## config.mk

```make
export PLATFORM = sky130hd
export DESIGN_NAME = multicycle_ctrl_flat
export DESIGN_NICKNAME = d
export VERILOG_FILES = /design/src/rtl/arm_mc_pkg.sv /design/src/rtl/multicycle_ctrl_if.sv /design/src/rtl/multicycle_ctrl_cond_check.sv /design/src/rtl/multicycle_ctrl.sv /design/src/flat_wrapper.sv
export SDC_FILE = /design/constraint.sdc
export NUM_CORES = 1
export LEC_CHECK = 0
export CAP_MARGIN = 10
export CORE_UTILIZATION = 25
export DETAILED_ROUTE_END_ITERATION = 8
export GPL_TIMING_DRIVEN = 0
export HOLD_SLACK_MARGIN = 0.02
export PLACE_DENSITY_LB_ADDON = 0.15
export RECOVER_POWER = 25
export SLEW_MARGIN = 10
export SYNTH_ARGS = -nofsm -noshare
export SYNTH_HDL_FRONTEND = slang
export SYNTH_SLANG_ARGS = --single-unit
```

## constraint.sdc

```tcl
create_clock -name clk -period 2.1 [get_ports clk]
set_input_delay 0.42 -clock clk [delete_from_list [all_inputs] [get_ports clk]]
set_output_delay 0.42 -clock clk [all_outputs]
set_load 0.02 [all_outputs]
```

## src/rtl/arm_mc_pkg.sv

```systemverilog
// Shared encodings for the multicycle ARM control FSM: states, mux selects,
// ALU/cmd/cond codes and the data-processing command decode.
package arm_mc_pkg;

  typedef enum logic [3:0] {
    S_FETCH, S_DECODE, S_MEMADR, S_MEMREAD, S_MEMWB,
    S_MEMWRITE, S_EXECUTER, S_EXECUTEI, S_ALUWB, S_BRANCH
  } state_t;

  localparam logic [1:0] ALU_ADD = 2'b00;
  localparam logic [1:0] ALU_SUB = 2'b01;
  localparam logic [1:0] ALU_AND = 2'b10;
  localparam logic [1:0] ALU_ORR = 2'b11;

  localparam logic [3:0] CMD_AND = 4'b0000;
  localparam logic [3:0] CMD_SUB = 4'b0010;
  localparam logic [3:0] CMD_ADD = 4'b0100;
  localparam logic [3:0] CMD_CMP = 4'b1010;
  localparam logic [3:0] CMD_ORR = 4'b1100;

  localparam logic [3:0] COND_EQ = 4'b0000;
  localparam logic [3:0] COND_NE = 4'b0001;
  localparam logic [3:0] COND_CS = 4'b0010;
  localparam logic [3:0] COND_CC = 4'b0011;
  localparam logic [3:0] COND_MI = 4'b0100;
  localparam logic [3:0] COND_PL = 4'b0101;
  localparam logic [3:0] COND_VS = 4'b0110;
  localparam logic [3:0] COND_VC = 4'b0111;
  localparam logic [3:0] COND_HI = 4'b1000;
  localparam logic [3:0] COND_LS = 4'b1001;
  localparam logic [3:0] COND_GE = 4'b1010;
  localparam logic [3:0] COND_LT = 4'b1011;
  localparam logic [3:0] COND_GT = 4'b1100;
  localparam logic [3:0] COND_LE = 4'b1101;
  localparam logic [3:0] COND_AL = 4'b1110;

  localparam logic [1:0] RES_ALUOUT    = 2'b00;
  localparam logic [1:0] RES_DATA      = 2'b01;
  localparam logic [1:0] RES_ALURESULT = 2'b10;

  localparam logic [1:0] SRCB_REG  = 2'b00;
  localparam logic [1:0] SRCB_IMM  = 2'b01;
  localparam logic [1:0] SRCB_FOUR = 2'b10;

  localparam logic [1:0] OP_DP  = 2'b00;
  localparam logic [1:0] OP_MEM = 2'b01;
  localparam logic [1:0] OP_BR  = 2'b10;

  typedef struct packed {
    logic [1:0] ctrl;   // ALUControl code
    logic       writes; // result goes to the register file
    logic       cmp;    // compare: all four flags, no writeback
    logic       arith;  // C/V meaningful
  } alu_dec_t;

  function automatic alu_dec_t alu_decode(input logic [3:0] cmd);
    alu_dec_t d;
    d = '{ctrl: ALU_ADD, writes: 1'b0, cmp: 1'b0, arith: 1'b0};
    case (cmd)
      CMD_ADD: d = '{ctrl: ALU_ADD, writes: 1'b1, cmp: 1'b0, arith: 1'b1};
      CMD_SUB: d = '{ctrl: ALU_SUB, writes: 1'b1, cmp: 1'b0, arith: 1'b1};
      CMD_AND: d = '{ctrl: ALU_AND, writes: 1'b1, cmp: 1'b0, arith: 1'b0};
      CMD_ORR: d = '{ctrl: ALU_ORR, writes: 1'b1, cmp: 1'b0, arith: 1'b0};
      CMD_CMP: d = '{ctrl: ALU_SUB, writes: 1'b0, cmp: 1'b1, arith: 1'b1};
      default: d = '{ctrl: ALU_ADD, writes: 1'b0, cmp: 1'b0, arith: 1'b0};
    endcase
    return d;
  endfunction

endpackage

```

## src/rtl/multicycle_ctrl_if.sv

```systemverilog
// Control/datapath bundle for the multicycle ARM controller.
// master = controller side, slave = datapath side.
interface multicycle_ctrl_if;
  logic [31:12] Instr;
  logic [3:0]   ALUFlags;
  logic [1:0]   AdrLow;
  logic         mem_ready;
  logic         PCWrite;
  logic         AdrSrc;
  logic         MemWrite;
  logic         IRWrite;
  logic [1:0]   ResultSrc;
  logic         ALUSrcA;
  logic [1:0]   ALUSrcB;
  logic [1:0]   ALUControl;
  logic [1:0]   ImmSrc;
  logic [1:0]   RegSrc;
  logic         RegWrite;
  logic [3:0]   be;

  modport master (
    input  Instr, ALUFlags, AdrLow, mem_ready,
    output PCWrite, AdrSrc, MemWrite, IRWrite, ResultSrc, ALUSrcA,
           ALUSrcB, ALUControl, ImmSrc, RegSrc, RegWrite, be
  );

  modport slave (
    output Instr, ALUFlags, AdrLow, mem_ready,
    input  PCWrite, AdrSrc, MemWrite, IRWrite, ResultSrc, ALUSrcA,
           ALUSrcB, ALUControl, ImmSrc, RegSrc, RegWrite, be
  );
endinterface

```

## src/rtl/multicycle_ctrl_cond_check.sv

```systemverilog
// ARM condition evaluation: cond[3:0] against NZCV. 1111 never passes.
module cond_check
  import arm_mc_pkg::*;
(
  input  logic [3:0] cond,
  input  logic [3:0] flags,
  output logic       cond_ok
);
  logic n, z, c, v;
  assign {n, z, c, v} = flags;

  always_comb begin
    cond_ok = 1'b0;
    case (cond)
      COND_EQ: cond_ok = z;
      COND_NE: cond_ok = !z;
      COND_CS: cond_ok = c;
      COND_CC: cond_ok = !c;
      COND_MI: cond_ok = n;
      COND_PL: cond_ok = !n;
      COND_VS: cond_ok = v;
      COND_VC: cond_ok = !v;
      COND_HI: cond_ok = c && !z;
      COND_LS: cond_ok = !c || z;
      COND_GE: cond_ok = (n == v);
      COND_LT: cond_ok = (n != v);
      COND_GT: cond_ok = !z && (n == v);
      COND_LE: cond_ok = z || (n != v);
      COND_AL: cond_ok = 1'b1;
      default: cond_ok = 1'b0;
    endcase
  end
endmodule

```

## src/rtl/multicycle_ctrl.sv

```systemverilog
// Multicycle ARM main control FSM with NZCV flags and condition gating.
// Optional MEM_WAIT_EN: FETCH/MEMREAD/MEMWRITE stall while mem_ready is low.
module multicycle_ctrl
  import arm_mc_pkg::*;
(
  input  logic              clk,
  input  logic              reset,
  multicycle_ctrl_if.master bus
);
  state_t     state, next;
  logic [3:0] flags;
  logic       cond_ok, cond_pass, hold, unused;
  logic [3:0] cond, rd;
  logic [1:0] op;
  logic [5:0] funct;
  alu_dec_t   dec;

  assign cond  = bus.Instr[31:28];
  assign op    = bus.Instr[27:26];
  assign funct = bus.Instr[25:20];
  assign rd    = bus.Instr[15:12];
  assign dec   = alu_decode(funct[4:1]);

  cond_check u_cond (.cond(cond), .flags(flags), .cond_ok(cond_pass));

`ifdef MEM_WAIT_EN
  assign hold   = !bus.mem_ready;
  assign unused = ^bus.Instr[19:16];
`else
  assign hold   = 1'b0;
  assign unused = ^{bus.Instr[19:16], bus.mem_ready};
`endif

  always_ff @(posedge clk or posedge reset) begin
    if (reset) state <= S_FETCH;
    else       state <= next;
  end

  always_comb begin
    next = state;
    case (state)
      S_FETCH:    next = hold ? S_FETCH : S_DECODE;
      S_DECODE:
        case (op)
          OP_MEM:  next = S_MEMADR;
          OP_DP:   next = funct[5] ? S_EXECUTEI : S_EXECUTER;
          OP_BR:   next = S_BRANCH;
          default: next = S_FETCH;
        endcase
      S_MEMADR:   next = funct[0] ? S_MEMREAD : S_MEMWRITE;
      S_MEMREAD:  next = hold ? S_MEMREAD : S_MEMWB;
      S_MEMWRITE: next = hold ? S_MEMWRITE : S_FETCH;
      S_EXECUTER,
      S_EXECUTEI: next = S_ALUWB;
      default:    next = S_FETCH;
    endcase
  end

  // cond_ok is sampled once per instruction; flags only move on a passing DP op
  always_ff @(posedge clk or posedge reset) begin
    if (reset) begin
      flags   <= 4'b0000;
      cond_ok <= 1'b0;
    end else begin
      if (state == S_DECODE) cond_ok <= cond_pass;
      if ((state == S_EXECUTER || state == S_EXECUTEI) && cond_ok) begin
        if (dec.cmp) begin
          flags <= bus.ALUFlags;
        end else if (funct[0]) begin
          flags[3:2] <= bus.ALUFlags[3:2];
          if (dec.arith) flags[1:0] <= bus.ALUFlags[1:0];
        end
      end
    end
  end

  always_comb begin
    bus.PCWrite    = 1'b0;
    bus.AdrSrc     = 1'b0;
    bus.MemWrite   = 1'b0;
    bus.IRWrite    = 1'b0;
    bus.ResultSrc  = RES_ALUOUT;
    bus.ALUSrcA    = 1'b0;
    bus.ALUSrcB    = SRCB_REG;
    bus.ALUControl = ALU_ADD;
    bus.RegWrite   = 1'b0;
    bus.ImmSrc     = op;
    bus.RegSrc     = {op == OP_MEM, op == OP_BR};
    bus.be         = funct[2] ? (4'b0001 << bus.AdrLow) : 4'b1111;
    case (state)
      S_FETCH: begin
        bus.IRWrite   = !hold;
        bus.PCWrite   = !hold;
        bus.ALUSrcA   = 1'b1;
        bus.ALUSrcB   = SRCB_FOUR;
        bus.ResultSrc = RES_ALURESULT;
      end
      S_DECODE: begin
        bus.ALUSrcA   = 1'b1;
        bus.ALUSrcB   = SRCB_FOUR;
        bus.ResultSrc = RES_ALURESULT;
      end
      S_MEMADR: begin
        bus.ALUSrcB    = SRCB_IMM;
        bus.ALUControl = funct[3] ? ALU_ADD : ALU_SUB;
      end
      S_MEMREAD: bus.AdrSrc = 1'b1;
      S_MEMWB: begin
        bus.ResultSrc = RES_DATA;
        bus.RegWrite  = cond_ok;
      end
      S_MEMWRITE: begin
        bus.AdrSrc   = 1'b1;
        bus.MemWrite = cond_ok;
      end
      S_EXECUTER: bus.ALUControl = dec.ctrl;
      S_EXECUTEI: begin
        bus.ALUSrcB    = SRCB_IMM;
        bus.ALUControl = dec.ctrl;
      end
      S_ALUWB: begin
        if (rd == 4'd15) bus.PCWrite  = cond_ok;
        else             bus.RegWrite = cond_ok && dec.writes;
      end
      S_BRANCH: begin
        bus.ALUSrcB   = SRCB_IMM;
        bus.ResultSrc = RES_ALURESULT;
        bus.PCWrite   = cond_ok;
      end
      default: ;
    endcase
    if (reset) begin
      bus.PCWrite  = 1'b0;
      bus.IRWrite  = 1'b0;
      bus.MemWrite = 1'b0;
      bus.RegWrite = 1'b0;
    end
  end
endmodule
```

## src/flat_wrapper.sv

```systemverilog
// flat-port wrapper written by rule: the top's interface ports become plain ports
module multicycle_ctrl_flat import arm_mc_pkg::*;
  (clk, reset, bus_Instr, bus_ALUFlags, bus_AdrLow, bus_mem_ready, bus_PCWrite, bus_AdrSrc, bus_MemWrite, bus_IRWrite, bus_ResultSrc, bus_ALUSrcA, bus_ALUSrcB, bus_ALUControl, bus_ImmSrc, bus_RegSrc, bus_RegWrite, bus_be);
  multicycle_ctrl_if bus_i ();
  input  logic clk;
  input  logic reset;
  input wire logic [$bits(bus_i.Instr)-1:0] bus_Instr;
  input wire logic [$bits(bus_i.ALUFlags)-1:0] bus_ALUFlags;
  input wire logic [$bits(bus_i.AdrLow)-1:0] bus_AdrLow;
  input wire logic [$bits(bus_i.mem_ready)-1:0] bus_mem_ready;
  output wire logic [$bits(bus_i.PCWrite)-1:0] bus_PCWrite;
  output wire logic [$bits(bus_i.AdrSrc)-1:0] bus_AdrSrc;
  output wire logic [$bits(bus_i.MemWrite)-1:0] bus_MemWrite;
  output wire logic [$bits(bus_i.IRWrite)-1:0] bus_IRWrite;
  output wire logic [$bits(bus_i.ResultSrc)-1:0] bus_ResultSrc;
  output wire logic [$bits(bus_i.ALUSrcA)-1:0] bus_ALUSrcA;
  output wire logic [$bits(bus_i.ALUSrcB)-1:0] bus_ALUSrcB;
  output wire logic [$bits(bus_i.ALUControl)-1:0] bus_ALUControl;
  output wire logic [$bits(bus_i.ImmSrc)-1:0] bus_ImmSrc;
  output wire logic [$bits(bus_i.RegSrc)-1:0] bus_RegSrc;
  output wire logic [$bits(bus_i.RegWrite)-1:0] bus_RegWrite;
  output wire logic [$bits(bus_i.be)-1:0] bus_be;
  assign bus_i.Instr = bus_Instr;
  assign bus_i.ALUFlags = bus_ALUFlags;
  assign bus_i.AdrLow = bus_AdrLow;
  assign bus_i.mem_ready = bus_mem_ready;
  assign bus_PCWrite = bus_i.PCWrite;
  assign bus_AdrSrc = bus_i.AdrSrc;
  assign bus_MemWrite = bus_i.MemWrite;
  assign bus_IRWrite = bus_i.IRWrite;
  assign bus_ResultSrc = bus_i.ResultSrc;
  assign bus_ALUSrcA = bus_i.ALUSrcA;
  assign bus_ALUSrcB = bus_i.ALUSrcB;
  assign bus_ALUControl = bus_i.ALUControl;
  assign bus_ImmSrc = bus_i.ImmSrc;
  assign bus_RegSrc = bus_i.RegSrc;
  assign bus_RegWrite = bus_i.RegWrite;
  assign bus_be = bus_i.be;
  multicycle_ctrl u_core (.clk(clk), .reset(reset), .bus(bus_i));
endmodule
```

==> summary.txt <==
Setup path
  – Worst setup path end: bus_PCWrite
  – R2R setup slack: 440 ps
  – Startpoint Class: primary input
  – Critical R2R Capture: u_core.flags[1]
  – Worst path bufs/invs: 2
  – Crit-path leading delay family: buffers and inverters
  – WS Path Type: in -> out
  – Crit path max-delay cell type: clkdlybuf4s50_1
  – Number of cells on the critical path: 5
  – Critical path origin: bus_Instr[0]
  – Critical Path Fanout Max: 2
  – Largest stage delay, worst path: around 460 ps
  – Worst setup EP type: primary output
  – Reg-to-Reg Start: u_core.state[3]
  – Worst Path Required: 1680 ps
  – Worst Path Arrival: 1620 ps
  – Cells on worst reg2reg path: 6
  – Cells along the critical path: clkdlybuf4s50_1 > nand4_1 > a211oi_2 > or2_2 > clkdlybuf4s15_2

Global route
  – Largest net degree at the start of global routing: 11
  – Initial antenna violation count: 0
  – Grt ovf: 0
  – GRT Total Usage: 14.3%
  – Vias in the first global route: 918
  – First-pass GRT wire length: 3910 um

Final layout
  – Nets: 186
  – Layout Utilization: 45.2%
  – Layout cell share with drive strength beyond 1: 28.2%
  – Area grow syn2layout: 67.7%
  – Final Cell Area: 1410 um2
  – ANT cells: 0

Placed design
  – Post-placement setup slack: -732 ps
  – IO buf count: 42
  – Cell Area, Placed: around 1300 um2
  – RePlAce Congestion: roughly 0.8
  – DP HPWL: roughly 1800 um

Drt
  – DRC: 0
  – DR iter-0 viols: 37
  – Routed vias/inst: 4.88
  – ANT nets after route: 0
  – Routed via count: 975
  – WL/cell: 11.9 um
  – TritonRoute pass-1 iters: 4
  – Final wirelength: 2380 um

CTS
  – Num CTS Buffers: 3
  – H-tree depth: 1
  – Clock sink count: 9
  – Root Driver: clkbuf_4
  – Clk slew on worst S/H paths: 60 ps
  – CTS tree: yes
  – Clk_lat worst skew: 260 ps
  – Max Root-Sink Buffers: 2

Logic synthesis
  – Yosys reg bits: 9
  – EDFF count, synth: 0
  – Synth Warn #: 0
  – Top-area cell type share of the netlist area: between 20% and 30%
  – Synth area leader: dfrtp_1
  – Synth area leaders: dfrtp_1 27%, mux2_2 6.7%, o21ai_0 5.9%
  – FFs w/ async S/R, synth: 100%
  – Synth Net Count: about 140
  – Part of the Yosys area used for sequential elements: 26.7%
  – Yosys cell types: 38
  – Mapped Area: 843 um2
  – Post-Syn Area per Cell: 7.96 um2
  – Top FF cell, synth: dfrtp_1
  – Gate Count Post-Synth: between 100 and 150

Timing
  – Final Hold Viols: 0
  – Setup ws final: ~63 ps
  – Final period util: a little over nine tenths
  – Setup TNS: 0 ps
  – Slew headroom: 67.5%
  – Slew Viols, Final: 0
  – Maximum clock frequency: between 400 and 500 MHz
  – Fin Clk Skew: 4.55 ps
  – # setup viols final: 0
  – Worst-margin pin slew: 487 ps
  – Worst hold slack: 466 ps
  – Min Tclk post-route: 2040 ps

Floorplanning
  – Die H: 60.1 um
  – Full die area: between 3000 and 4000 um2
  – Top-level port count: 49
  – Die width: 60.1 um
  – Core area: 3130 um2
  – Initial Util: 27.0%
  – Row Count: 20

Outcome
  – Status: completed

Min path
  – HP Class: in -> async

Pwr
  – Peak VDD IR: roughly 0.00066 V
  – PwrDens: 934 nW/um2
  – Leakage: roughly 0.63 nW

Flow run
  – Max-cap viol count: 0
-- kinds of logic after synthesis --
group,count (synthesis),share of synthesized area [%]
xor+xnor,4,4.16
mux,6,7.86
compound gates,28,21.4
simple gates,46,32.6
flops,9,26.7
buf+inv,13,7.27
-- sequential cells by signal (all words and copies together) (netlist names) --
name / cells
u_core.flags: 4
u_core.state: 4
u_core.cond_ok: 1
-- layout by cell type (no fill, tap or decap), drive strengths merged --
| cell type | count |
|---|---|
| a2111oi | 1 |
| a211o | 1 |
| a211oi | 2 |
| a21o | 1 |
| a21oi | 7 |
| a22oi | 1 |
| a31oi | 1 |
| and2b | 2 |
| and3b | 3 |
| and4bb | 1 |
| buf | 12 |
| clkbuf | 8 |
| clkdlybuf4s15 | 2 |
| clkdlybuf4s50 | 17 |
| clkinvlp | 1 |
| dfrtp | 9 |
| dlygate4sd2 | 16 |
| dlymetal6s2s | 2 |
| inv | 5 |
| mux2 | 5 |
| mux2i | 1 |
| nand2 | 6 |
| nand2b | 4 |
| nand3 | 1 |
| nand3b | 3 |
| nand4 | 1 |
| nor2 | 8 |
| nor2b | 6 |
| nor3 | 4 |
| nor3b | 2 |
| nor4 | 1 |
| nor4b | 2 |
| o2111ai | 1 |
| o21ai | 10 |
| o221ai | 1 |
| o22ai | 1 |
| o2bb2ai | 1 |
| or2 | 2 |
| xnor2 | 3 |
| xor2 | 1 |
-- per-stage QoR --
step | total power, W | cells
finish | 0.00132 | 200
global route | 0.00142 | 200
CTS | 0.00128 | 198
detailed placement | 0.00117 | 192
global placement | 0.00117 | 192
floorplan | 0.000829 | 106
-- per-layer routing --
metal  global-route usage, %  vias to the layer above  share of wire [%]
li1                        -                      482                  -
met1                    17.2                      464                 44
met4                    2.99                        0               0.38
met2                    24.6                       27                 50
met3                    4.98                        2                6.0
met5                       0                        -                  0
-- synthesized netlist by cell type (3+ instances only) --
master and number:
inv_1 6, nor3_1 4, mux2_2 5, and3b_1 3, clkbuf_1 3, nor2b_1 6
nand2b_1 4, nand3b_1 3, a21oi_1 6, dfrtp_1 9, xnor2_1 3, buf_4 3
o21ai_0 10, nand2_1 6, nor2_1 8
-- report_power, final --
group | internal (W) | leakage [nW] | switching, W | total (W)
combinational | 0.000401 | 0.504 | 0.000473 | 0.000874
clock | 0.0000732 | 0.0150 | 0.0000606 | 0.000134
sequential | 0.000245 | 0.115 | 0.0000679 | 0.000313
-- tightest hold or removal path, delay by kind of cell --
family	cells	cell delay [ps]
buffers and inverters	3	760
-- worst min path at each step --
stage / from / endpoint / slack (ps)
3_3_place_gp: u_core.state[3] / u_core.state[3] / 510
2_1_floorplan: reset / u_core.cond_ok / 260
3_5_place_dp: u_core.state[3] / u_core.state[3] / 520
5_1_grt: reset / u_core.state[0] / 510
4_1_cts: reset / u_core.state[0] / 340
6_report: reset / u_core.state[0] / 470
-- layout make-up --
type | instances | area (um2)
fill | 336 | 1710
multi-input combinational | 84 | 617
timing repair buffer | 48 | 429
sequential | 9 | 228
tap | 44 | 55.1
buffer | 5 | 32.5
clock buffer | 4 | 26.3
inverter | 6 | 26.3
-- what timing repair did --
action,in CTS,in global routing
buffers inserted,4,2
pin swaps,1,6
hold buffers,0,0
setup endpoints to repair,20,8
gates resized for setup,49,17
No activity file was read; power rests on OpenSTA's default activity.
